===== src/rtl/click_gen_pkg.sv =====
// rtl/click_gen_pkg.sv - shared request kinds, FSM states and window helper for click_gen
package click_gen_pkg;

    // Request kind codes, shared with the double_click detector side.
    localparam logic [1:0] KIND_SINGLE = 2'b00;
    localparam logic [1:0] KIND_DOUBLE = 2'b01;
    localparam logic [1:0] KIND_LONG   = 2'b10;
    localparam logic [1:0] KIND_RSVD   = 2'b11;

    typedef enum logic [2:0] {
        ST_IDLE   = 3'd0,
        ST_PRESS1 = 3'd1,
        ST_GAP    = 3'd2,
        ST_PRESS2 = 3'd3,
        ST_QUIET  = 3'd4
    } state_t;

    // Quiet time after the last press: two full detector windows, so the
    // detector has certainly closed its window before the next request.
    function automatic int quiet_len(input int wait_width);
        return 2 * (1 << wait_width);
    endfunction

endpackage


===== src/rtl/click_timer.sv =====
// rtl/click_timer.sv - load/decrement phase timer with expire flag
//
// Ports:
//   clk       in  clock, rising edge
//   rst       in  synchronous reset, active-high
//   load      in  load load_val this cycle (wins over the decrement)
//   load_val  in  CNT_W phase length; a load of L gives expire on the L-th cycle
//   expire    out high while the count is 1, i.e. the last cycle of the phase
module click_timer #(
    parameter int CNT_W = 8
) (
    input  logic             clk,
    input  logic             rst,
    input  logic             load,
    input  logic [CNT_W-1:0] load_val,
    output logic             expire
);

    localparam logic [CNT_W-1:0] ONE = CNT_W'(1);

    logic [CNT_W-1:0] count;

    // Counts down to zero and parks there, so an idle timer never expires.
    always_ff @(posedge clk) begin
        if (rst) begin
            count <= '0;
        end else if (load) begin
            count <= load_val;
        end else if (count != '0) begin
            count <= count - ONE;
        end
    end

    assign expire = (count == ONE);

endmodule


===== src/rtl/click_gen.sv =====
// rtl/click_gen.sv - button waveform generator for single, double and long clicks
//
// Ports:
//   clk        in   clock, rising edge
//   rst        in   synchronous reset, active-high; aborts any request in flight
//   req_valid  in   request present
//   req_kind   in   2 bits: 00 single, 01 double, 10 long, 11 reserved (rejected)
//   req_ready  out  high only when idle; a request transfers on req_valid & req_ready
//   button     out  registered button level
//   busy       out  high from accept until the quiet time expires
//   done       out  1-cycle pulse at end of quiet time or on reserved-kind reject
//   err        out  1-cycle pulse together with done for a reserved kind
module click_gen
    import click_gen_pkg::*;
#(
    parameter int WAIT_WIDTH = 4,
    parameter int PRESS_LEN  = 3,
    parameter int GAP_LEN    = 4,
    parameter int LONG_LEN   = 40,
    parameter int CNT_W      = 8
) (
    input  logic       clk,
    input  logic       rst,
    input  logic       req_valid,
    input  logic [1:0] req_kind,
    output logic       req_ready,
    output logic       button,
    output logic       busy,
    output logic       done,
    output logic       err
);

    localparam logic [CNT_W-1:0] PRESS_V = CNT_W'(PRESS_LEN);
    localparam logic [CNT_W-1:0] GAP_V   = CNT_W'(GAP_LEN);
    localparam logic [CNT_W-1:0] LONG_V  = CNT_W'(LONG_LEN);
    localparam logic [CNT_W-1:0] QUIET_V = CNT_W'(quiet_len(WAIT_WIDTH));

    state_t           state, state_n;
    logic             dbl, dbl_n;
    logic             button_n, done_n, err_n;
    logic             load;
    logic [CNT_W-1:0] load_val;
    logic             expire;

    click_timer #(.CNT_W(CNT_W)) u_timer (
        .clk      (clk),
        .rst      (rst),
        .load     (load),
        .load_val (load_val),
        .expire   (expire)
    );

    always_ff @(posedge clk) begin
        if (rst) begin
            state  <= ST_IDLE;
            dbl    <= 1'b0;
            button <= 1'b0;
            done   <= 1'b0;
            err    <= 1'b0;
        end else begin
            state  <= state_n;
            dbl    <= dbl_n;
            button <= button_n;
            done   <= done_n;
            err    <= err_n;
        end
    end

    always_comb begin
        state_n  = state;
        dbl_n    = dbl;
        done_n   = 1'b0;
        err_n    = 1'b0;
        load     = 1'b0;
        load_val = '0;
        case (state)
            ST_IDLE: begin
                if (req_valid) begin
                    case (req_kind)
                        KIND_SINGLE: begin
                            state_n  = ST_PRESS1;
                            dbl_n    = 1'b0;
                            load     = 1'b1;
                            load_val = PRESS_V;
                        end
                        KIND_DOUBLE: begin
                            state_n  = ST_PRESS1;
                            dbl_n    = 1'b1;
                            load     = 1'b1;
                            load_val = PRESS_V;
                        end
                        KIND_LONG: begin
                            state_n  = ST_PRESS1;
                            dbl_n    = 1'b0;
                            load     = 1'b1;
                            load_val = LONG_V;
                        end
                        default: begin
                            // Reserved kind: consumed and rejected without a press.
                            done_n = 1'b1;
                            err_n  = 1'b1;
                        end
                    endcase
                end
            end
            ST_PRESS1: begin
                if (expire) begin
                    load = 1'b1;
                    if (dbl) begin
                        state_n  = ST_GAP;
                        load_val = GAP_V;
                    end else begin
                        state_n  = ST_QUIET;
                        load_val = QUIET_V;
                    end
                end
            end
            ST_GAP: begin
                if (expire) begin
                    state_n  = ST_PRESS2;
                    load     = 1'b1;
                    load_val = PRESS_V;
                end
            end
            ST_PRESS2: begin
                if (expire) begin
                    state_n  = ST_QUIET;
                    load     = 1'b1;
                    load_val = QUIET_V;
                end
            end
            ST_QUIET: begin
                if (expire) begin
                    state_n = ST_IDLE;
                    done_n  = 1'b1;
                end
            end
            default: state_n = ST_IDLE;
        endcase
        // Registered button follows the state being entered, so it is high
        // exactly while the FSM sits in a press phase.
        button_n = (state_n == ST_PRESS1) || (state_n == ST_PRESS2);
    end

    assign req_ready = (state == ST_IDLE);
    assign busy      = (state != ST_IDLE);

endmodule

===== config.mk =====
export PLATFORM = sky130hd
export DESIGN_NAME = click_gen
export DESIGN_NICKNAME = d
export VERILOG_FILES = /design/src/rtl/click_gen_pkg.sv /design/src/rtl/click_timer.sv /design/src/rtl/click_gen.sv
export SDC_FILE = /design/constraint.sdc
export NUM_CORES = 1
export LEC_CHECK = 0
export ABC_AREA = 1
export CAP_MARGIN = 10
export CORE_MARGIN = 2
export CORE_UTILIZATION = 41
export CTS_CLUSTER_SIZE = 12
export DETAILED_ROUTE_END_ITERATION = 7
export DONT_BUFFER_PORTS = 1
export PLACE_DENSITY_LB_ADDON = 0.08
export SETUP_SLACK_MARGIN = 0.05
export SYNTH_ARGS = -nofsm -noshare
export SYNTH_HDL_FRONTEND = slang
export SYNTH_SLANG_ARGS = --single-unit

===== constraint.sdc =====
create_clock -name clk -period 2.13 [get_ports clk]
set_clock_uncertainty 0.2 [all_clocks]
set_input_delay 0.426 -clock clk [delete_from_list [all_inputs] [get_ports clk]]
set_output_delay 0.426 -clock clk [all_outputs]
set_load 0.1 [all_outputs]

==> impl_metrics.json <==
{
  "nNetsFinal": 154,
  "grt_pass1_wl_um": 3284,
  "grt.busiest_layer": "met2",
  "hold_path.class": "in -> reg",
  "hold_slack_ps": 91.02,
  "drc": 0,
  "h-tree-depth": 1,
  "total_power_mw": 1.655,
  "grt_pass1_vias": 800,
  "postPlaceCellArea_um2": 972.2,
  "yosysSeqAreaShare": 0.3380,
  "design.core.area_mm2": 0.002002,
  "final_common_cell": "nand2_1",
  "synth_mux_area_frac": 0,
  "status": "completed",
  "rsz0062_at_grt": "false",
  "clkTransAtPathRegs_ps": 90,
  "synth-simple-area-share": 0.4423,
  "synthAdderAreaFrac": 0.02817,
  "viasPerCell": 4.844,
  "ys_seq_elements": 15,
  "vias": 838,
  "grt_util_all_layers": 0.1694,
  "hold_viol": 0,
  "gp_congestion": 0.8093,
  "drtPass1Iterations": 4,
  "tritoncts": "done",
  "power.leakage_nw": 0.4952,
  "grtUsageMet2": 0.2807,
  "fmax_mhz": 524.4,
  "pwr-share-clk": 0.101,
  "cp_slowest_stage_delay_ps": 380,
  "netSwitchingFraction": 0.5379,
  "intPower_mw": 0.7649,
  "hpwl_um": 1485,
  "place_ws_ps": 548.7,
  "tightestPinTransition_ps": 278.5,
  "initial_utilization": 0.4438,
  "synth_cells": 136,
  "p_sw_mw": 0.8905,
  "io_pins": 10,
  "grtUsageMet3": 0.03274,
  "path_cells": "nor2_4 > nand2_4 > inv_1 > buf_12",
  "final_util": 0.5044,
  "gr-total-overflow": 0,
  "place_inst": 168,
  "post_drt_wl_per_cell_um": 10.77,
  "syn_area_per_cell_um2": 6.532,
  "clkLatencyLatePin_ps": 280,
  "power.density_mw_per_mm2": 1639,
  "grt_max_degree": 10,
  "period_needed_ps": 1907,
  "synthXorXnorAreaFrac": 0.009859,
  "drt_wl_total_um": 1864,
  "final_cell_mix": "nand2_1, inv_1, nor2_1",
  "setup_viol": 0,
  "synth-compound-area-share": 0.07606,
  "worstPathArrival_ps": 1280,
  "clock-sinks": 15,
  "area_growth_pct": 13.66,
  "final.setup.worst_slack_ps": 223.1,
  "crit_required_ps": 1500,
  "slowest_stage": "dfxtp_1",
  "antenna_cells": 0,
  "yosys_warnings": 0,
  "p_comb_frac": 0.627,
  "clk_path_buf_depth": 2,
  "cts_made_buffers": 3,
  "die_w_um": 50.55,
  "cp_max_fo": 5,
  "finalCritPeriodShare": 0.8953,
  "worstSetupEndpointType": "output pin",
  "fin_area_mm2": 0.001010,
  "drive_gt1_frac": 0.1438,
  "synth.distinct_cells": 21,
  "ant_nets": 0,
  "drv.max_cap_violation_count": 0,
  "cts_resized": 0,
  "synth_top_family_by_area": "simple AND/OR/NAND/NOR gates",
  "crit_buf_inv": 2,
  "grt_antenna_before_repair": 0,
  "use_met1": 0.2045,
  "fp.dieArea_mm2": 0.002555,
  "crit_path_start_kind": "register",
  "path_delay_family": "flip-flops",
  "drt_iter0_markers": 27,
  "clock_tree.root_cell": "clkbuf_4",
  "synth_area_um2": 888.4,
  "crit_type": "reg -> out",
  "fin_tns_setup_ps": 0,
  "die_y_um": 50.55,
  "drv_slew": 0,
  "rows": 16,
  "synth_nets": 143,
  "final_cells": 173,
  "ir_drop_mv": 0.9663,
  "slew_headroom": 0.8159,
  "numPortBuffers": 0,
  "p_seq_frac": 0.272
}
## kinds of logic after synthesis
family / Yosys count
buffers and inverters: 25
AOI/OAI and AO/OA: 13
xor gates and xnor gates: 1
DFF: 15
and+or+nand+nor: 80
adders and majority gates: 2
## power groups by stage
stage          logic [mW]  registers [mW]  clock network [mW]
5_1_grt              1.18           0.464               0.181
6_report             1.04           0.450               0.167
2_1_floorplan       0.787           0.488                   0
4_1_cts              1.04           0.449               0.170
3_3_place_gp         1.04           0.453                   0
3_5_place_dp         1.03           0.456                   0
## Yosys cell counts
cell	count	area share
o21ai_0	3	0.017
o21ai_1	1	0.0056
inv_1	23	0.097
inv_2	2	0.0085
nand3_2	1	0.011
ha_1	2	0.028
a211oi_1	1	0.0085
nand2_4	2	0.025
nor2_4	2	0.025
nor2_2	3	0.021
dfxtp_1	15	0.34
nand3_1	12	0.068
nor3_1	3	0.017
or2_1	1	0.0070
a21oi_1	8	0.045
nand4_4	1	0.024
xor2_1	1	0.0099
nor2_1	21	0.089
nand4_1	3	0.021
nand2_2	1	0.0070
nand2_1	30	0.13
## state kept, by name (all words and copies together), names as in the netlist
name / cells
button: 1
state: 3
done: 1
err: 1
u_timer.count: 8
dbl: 1
## layer usage
metal	share of wire	up-vias
met5	0	-
met4	0.015	0
met3	0.045	4
met2	0.49	15
met1	0.45	373
li1	-	446
## final timing paths
check / from / slack [ps] / depth (start not counted) / end
worst max register to register: u_timer.count[1]$_SDFFE_PP0P_ / 540 / 9 / u_timer.count[7]$_SDFFE_PP0P_
worst min-delay path: req_kind[0] / 90 / 2 / dbl$_SDFFE_PP0P_
worst min register to register: u_timer.count[6]$_SDFFE_PP0P_ / 300 / 2 / u_timer.count[6]$_SDFFE_PP0P_
worst max-delay path: state[1]$_SDFF_PP0_ / 220 / 4 / req_ready
## cell type report
cell class,instances,area [um2]
timing repair buffer,6,60.06
clock buffer,3,22.52
inverter,25,93.84
multi-input combinational,96,494.2
tap,27,33.78
fill,210,992.2
clock inverter,1,5.005
sequential,15,300.3
## repair_timing
| item | in CTS | in global routing |
|---|---|---|
| buffers inserted | 0 | 0 |
| hold buffers | 1 | 0 |
| hold endpoints to repair | 4 | 0 |
Note: power is estimated with default switching activity, not from simulation.
